$ cat src/rtl/domain_reset_sequencer.sv
// domain_reset_sequencer
// Converts an asynchronous active-low reset request into a clean per-domain
// reset pulse of fixed width. The domain's mailbox port is quiesced and held
// for the whole sequence, and a one-cycle reset_done pulse reports completion.
// Optional build macro: DOMAIN_RST_TIMEOUT_EN. When it is defined, the
// quiesce wait is bounded by TIMEOUT_CYCLES and a sticky timeout_flag is kept.
// Without the macro, QUIESCE waits for quiesce_ack indefinitely and
// timeout_flag is tied to 0.
module domain_reset_sequencer #(
    parameter int SYNC_STAGES    = 2,
    parameter int PULSE_CYCLES   = 16,
    parameter int SETTLE_CYCLES  = 8,
    parameter int TIMEOUT_CYCLES = 1024,
    parameter int CNT_W          = 16
) (
    input  logic clk,
    input  logic resetn,
    input  logic req_reset_n,
    input  logic quiesce_ack,
    output logic domain_reset_n,
    output logic mailbox_hold_n,
    output logic reset_done,
    output logic seq_busy,
    output logic timeout_flag
);

    // Parameter sanity checks, resolved at elaboration.
    if (SYNC_STAGES < 2) begin : g_bad_sync
        $error("SYNC_STAGES must be at least 2");
    end
    if (PULSE_CYCLES < 1 || SETTLE_CYCLES < 1 || TIMEOUT_CYCLES < 1) begin : g_bad_len
        $error("PULSE_CYCLES, SETTLE_CYCLES and TIMEOUT_CYCLES must be at least 1");
    end
    if ((longint'(PULSE_CYCLES) > (longint'(1) << CNT_W)) ||
        (longint'(SETTLE_CYCLES) > (longint'(1) << CNT_W)) ||
        (longint'(TIMEOUT_CYCLES) > (longint'(1) << CNT_W))) begin : g_bad_cnt
        $error("CNT_W too narrow for the configured cycle counts");
    end

    typedef enum logic [2:0] {
        S_IDLE,
        S_QUIESCE,
        S_ASSERT,
        S_SETTLE,
        S_WAIT_REL
    } state_t;

    localparam logic [CNT_W-1:0] PULSE_LOAD  = CNT_W'(PULSE_CYCLES - 1);
    localparam logic [CNT_W-1:0] SETTLE_LOAD = CNT_W'(SETTLE_CYCLES - 1);

    state_t           state, state_nxt;
    logic [CNT_W-1:0] cnt, cnt_nxt;
    logic [SYNC_STAGES-1:0] sync_q;
    logic             req_s;
    logic             done_nxt;
    logic             dom_rst_n_nxt;
    logic             hold_n_nxt;
    logic             busy_nxt;

`ifdef DOMAIN_RST_TIMEOUT_EN
    localparam logic [CNT_W-1:0] TIMEOUT_LOAD = CNT_W'(TIMEOUT_CYCLES - 1);
    logic to_set;
`endif

    assign req_s = sync_q[SYNC_STAGES-1];

    // Request synchronizer; the only consumer of raw req_reset_n.
    always_ff @(posedge clk) begin
        if (!resetn) begin
            sync_q <= '1;
        end else begin
            sync_q <= {sync_q[SYNC_STAGES-2:0], req_reset_n};
        end
    end

    // Next-state, counter reload and output decode from the next state.
    always_comb begin
        state_nxt = state;
        cnt_nxt   = cnt;
        done_nxt  = 1'b0;
`ifdef DOMAIN_RST_TIMEOUT_EN
        to_set    = 1'b0;
`endif
        case (state)
            S_IDLE: begin
                if (!req_s) begin
                    state_nxt = S_QUIESCE;
`ifdef DOMAIN_RST_TIMEOUT_EN
                    cnt_nxt   = TIMEOUT_LOAD;
`endif
                end
            end
            S_QUIESCE: begin
                // Ack has priority over an expiring timeout.
                if (quiesce_ack) begin
                    state_nxt = S_ASSERT;
                    cnt_nxt   = PULSE_LOAD;
                end
`ifdef DOMAIN_RST_TIMEOUT_EN
                else if (cnt == '0) begin
                    state_nxt = S_ASSERT;
                    cnt_nxt   = PULSE_LOAD;
                    to_set    = 1'b1;
                end else begin
                    cnt_nxt = cnt - CNT_W'(1);
                end
`endif
            end
            S_ASSERT: begin
                if (cnt == '0) begin
                    state_nxt = S_SETTLE;
                    cnt_nxt   = SETTLE_LOAD;
                end else begin
                    cnt_nxt = cnt - CNT_W'(1);
                end
            end
            S_SETTLE: begin
                if (cnt == '0) begin
                    state_nxt = S_WAIT_REL;
                    done_nxt  = 1'b1;
                end else begin
                    cnt_nxt = cnt - CNT_W'(1);
                end
            end
            S_WAIT_REL: begin
                // Request must be released before another sequence can start.
                if (req_s) begin
                    state_nxt = S_IDLE;
                end
            end
            default: begin
                state_nxt = S_IDLE;
            end
        endcase

        dom_rst_n_nxt = (state_nxt != S_ASSERT);
        hold_n_nxt    = !((state_nxt == S_QUIESCE) || (state_nxt == S_ASSERT) ||
                          (state_nxt == S_SETTLE));
        busy_nxt      = (state_nxt != S_IDLE);
    end

    // State, counter and registered outputs.
    always_ff @(posedge clk) begin
        if (!resetn) begin
            state          <= S_IDLE;
            cnt            <= '0;
            domain_reset_n <= 1'b1;
            mailbox_hold_n <= 1'b1;
            reset_done     <= 1'b0;
            seq_busy       <= 1'b0;
        end else begin
            state          <= state_nxt;
            cnt            <= cnt_nxt;
            domain_reset_n <= dom_rst_n_nxt;
            mailbox_hold_n <= hold_n_nxt;
            reset_done     <= done_nxt;
            seq_busy       <= busy_nxt;
        end
    end

`ifdef DOMAIN_RST_TIMEOUT_EN
    // Sticky quiesce-timeout indication, cleared only by resetn.
    always_ff @(posedge clk) begin
        if (!resetn) begin
            timeout_flag <= 1'b0;
        end else if (to_set) begin
            timeout_flag <= 1'b1;
        end
    end
`else
    assign timeout_flag = 1'b0;
`endif

endmodule

$ cat config.mk
export PLATFORM = sky130hd
export DESIGN_NAME = domain_reset_sequencer
export DESIGN_NICKNAME = d
export VERILOG_FILES = /design/src/rtl/domain_reset_sequencer.sv
export SDC_FILE = /design/constraint.sdc
export NUM_CORES = 1
export LEC_CHECK = 0
export ABC_CLOCK_PERIOD_IN_PS = 2700
export CAP_MARGIN = 10
export CELL_PAD_IN_SITES_DETAIL_PLACEMENT = 0
export CELL_PAD_IN_SITES_GLOBAL_PLACEMENT = 2
export CORE_MARGIN = 2
export CORE_UTILIZATION = 37
export CTS_BUF_LIST = sky130_fd_sc_hd__clkbuf_8
export DETAILED_ROUTE_END_ITERATION = 12
export MAX_ROUTING_LAYER = met4
export PLACE_DENSITY = 0.88
export RECOVER_POWER = 100
export SLEW_MARGIN = 20
export SYNTH_ARGS = -nofsm -noshare
export SYNTH_HDL_FRONTEND = slang
export SYNTH_SLANG_ARGS = --single-unit
export TNS_END_PERCENT = 1
$ cat constraint.sdc
create_clock -name clk -period 2.7 [get_ports clk]
set_input_delay 0.81 -clock clk [delete_from_list [all_inputs] [get_ports clk]]
set_output_delay 0.81 -clock clk [all_outputs]
set_load 0.05 [all_outputs]
==> run metrics, run 1 <==
DIE AREA 0.003942 mm2; GRT Total Usage 16.33%; max incr delay on CP 0.58 ns; top-level port count 9; cell breakdown of the critical path inv_1 -> ha_1 -> or3b_2 -> or4_4 -> o311ai_4 -> buf_4 -> a21oi_1; Die Width 62.79 um; Slew HR 48.99%; post-route ant nets 0; Setup Fix Bufs, Post-CTS 0; cts bufs inserted 3; average vias per placed instance 5.387; drc violations 0; clock skew 0.005269 ns; Max VDD drop 282.8 uV; DR pass1 iterations 4; Worst setup EP type register; CP Buf/Inv Count 2; initial antenna violation count 0; final-stage net count 159; Critical Path AT 2.69 ns; hold depth 1; Mapped Nets 147; HP Start sync_q[0]$_SDFF_PN1_; layout cells sized above 1 15.03%; fin crit share 93.68%; Post-synth top flop dfxtp_1; H-tree Lvls 1; vias in the first global route 1112; cells after synthesis 142; slowest cell on the critical path or4_4; total design power 1.128 mW; leak pwr 0.5004 nW; max cap viols 0; Initial Util 38.32%; unrepaired setup endpoints after global routing no; clock buffer depth 2; reg2reg end cnt[7]$_SDFFE_PN0P_; post-synthesis async set-or-reset flop share 0%; Sink Count 25; core area 0.003337 mm2; CTS Hold Bufs 0; TritonCTS clock tree built; fin crit period 2.529 ns; Req. time, crit path 2.86 ns; Syn. warnings 0; final hold vios 0; Power Density 781.5 mW/mm2; r2r setup slk 0.17 ns; type of the worst setup path reg2reg; Cells after DPL 195; number of synthesized flops with an enable pin 0; Post-Layout Cell Count 199; PortBufs 7; routed vias 1072; clock-pin transition on the worst setup and hold timing paths 0.09 ns; clock latency at the later pin of the worst-skew pair 0.27 ns; Routed WL 2.711 mm; GP Congestion 0.7550; register bit total from synthesis 25; Post-Syn Area 0.001279 mm2; CP delay by family, top simple AND/OR/NAND/NOR gates; crit start category register; Die Y 62.79 um; R2R Path Start cnt[0]$_SDFFE_PN0P_; initial drt markers 46; hpwl dp 2.004 mm; area growth from synthesis to layout 12.92%; post-cts resize count 0; # rows 21; largest net degree at the start of global routing 16; drt wl/cell 13.62 um; Synth cell types 49; clock root buffer clkbuf_8; end of the worst hold path sync_q[1]$_SDFF_PN1_; outcome complete, no violations; Hold/Removal Path Class reg2reg; first-pass GRT wire length 5.071 mm; Seq/Total Area, Yosys 39.14%; # diodes 0; Slew Limit Fails 0; Remaining Overflow, GRT 0; maximum clock rate 0.3954 GHz; R2R cell count 7; setup violators final 0; Worst Path Max Fanout 7; Worst-Margin Slew 0.7582 ns; Setup TNS 0 ns; Synth Area per Inst 9.005 um2
final cells by class:
cell class	instances	area, um2
tap	46	57.56
fill	362	1893
clock inverter	1	7.507
multi-input combinational	106	706.9
inverter	5	18.77
sequential	25	500.5
timing repair buffer	13	111.4
clock buffer	3	41.29
worst register-to-register path, delay by kind of cell (launching register included):
family | cells | cell delay (ns)
DFF | 1 | 0.34
buffers and inverters | 2 | 0.33
AOI/OAI and AO/OA | 2 | 0.41
and+or+nand+nor | 2 | 1.12
adders and majority gates | 1 | 0.23
sequential cells by signal (all words and copies together) (netlist names):
name	cells
domain_reset_n	1
sync_q	2
seq_busy	1
state	3
cnt	16
reset_done	1
mailbox_hold_n	1
cell usage in the layout, fill, tap and decap left out, types with 3 or more instances in the layout:
| cell type | count |
|---|---|
| a31oi_1 | 3 |
| o21ai_0 | 6 |
| dfxtp_1 | 25 |
| nor4_1 | 4 |
| nor2_1 | 13 |
| clkbuf_8 | 3 |
| or3_2 | 3 |
| dlygate4sd3_1 | 5 |
| nand2b_1 | 5 |
| buf_4 | 5 |
| inv_1 | 5 |
| o41ai_1 | 3 |
| nand2_1 | 5 |
| xnor2_1 | 3 |
| nor3_1 | 5 |
| a21oi_1 | 14 |
| a211oi_1 | 3 |
metrics by stage:
stage | instance area, um2 | hold WS, ns | utilization (%) | worst slack [ns]
global placement | 1399 | 0.3895 | 41.92 | 0.1969
CTS | 1448 | 0.4149 | 43.38 | 0.1816
detailed placement | 1399 | 0.3917 | 41.92 | 0.1522
global route | 1444 | 0.4267 | 43.27 | 0.0007243
finish | 1444 | 0.4134 | 43.27 | 0.1707
floorplan | 1279 | 0.3863 | - | 0.4606
report_power, final:
group | internal (mW) | leakage, nW | total, mW | switching (mW)
clock | 0.105 | 0.0217 | 0.230 | 0.125
sequential | 0.408 | 0.204 | 0.454 | 0.0465
combinational | 0.189 | 0.275 | 0.445 | 0.256
total | 0.701 | 0.500 | 1.13 | 0.427
synthesized netlist by cell type (2+ instances only):
master     instances  area share (%)
o21ai_0            6             2.3
nand2_1            5             1.5
o21a_1             2             1.2
buf_6              2             1.8
xor2_1             2             1.4
nor3_1             5             2.0
or3_2              3             1.8
or4_2              2             1.4
nand3b_1           2             1.2
or3_1              2            0.98
inv_1              5             1.5
o41ai_1            3             2.1
nand2b_1           5             2.4
a31oi_1            3             1.5
or4_4              2             1.8
dfxtp_1           25              39
nor2_1            13             3.8
o2111ai_1          2             1.4
xnor2_1            3             2.1
nor4_1             4             2.0
or4_1              2             1.2
a21oi_1           14             5.5
nand3_1            2            0.78
a211oi_1           3             1.8
logic make-up (layout without fill, tap and decap cells):
kind of cell,count (synthesis),after routing,share of synthesized area (%)
xor gates and xnor gates,5,5,3.425
other,1,1,0.2933
DFF,25,25,39.14
and+or+nand+nor,54,54,24.76
adders and majority gates,1,1,0.9783
buffers and inverters,11,22,5.577
AOI/OAI and AO/OA,44,44,24.95
muxes,1,1,0.8806
how the worst max path moves through the flow:
stage	startpoint	endpoint	slack, ns	cells past startpoint
after global placement	quiesce_ack	cnt[5]$_SDFFE_PN0P_	0.20	6
after CTS	cnt[0]$_SDFFE_PN0P_	cnt[7]$_SDFFE_PN0P_	0.18	7
after floorplan	cnt[0]$_SDFFE_PN0P_	cnt[7]$_SDFFE_PN0P_	0.46	7
final	cnt[0]$_SDFFE_PN0P_	cnt[7]$_SDFFE_PN0P_	0.17	7
after detailed placement	quiesce_ack	cnt[5]$_SDFFE_PN0P_	0.15	6
after global routing	cnt[0]$_SDFFE_PN0P_	cnt[9]$_SDFFE_PN0P_	0.0007	7
per-layer routing:
layer,global-route usage [%],up-vias,part of all wire [%]
met5,-,-,0
met4,6.667,0,2.0
met3,1.622,5,1.4
met2,24.73,7,46
met1,22.38,507,51
li1,-,553,-
No activity file was read; power rests on OpenSTA's default activity.
==> run 2, diff against run 1 <==
- RECOVER_POWER: 100 -> 50
==> results of run 2 <==
Same layout as run 1: the final DEF is identical, and so are final timing and power.
==> run 3, diff against run 2 <==
- HOLD_SLACK_MARGIN: unset -> 0.05
==> results of run 3 <==
Same layout as run 1: the final DEF is identical, and so are final timing and power.
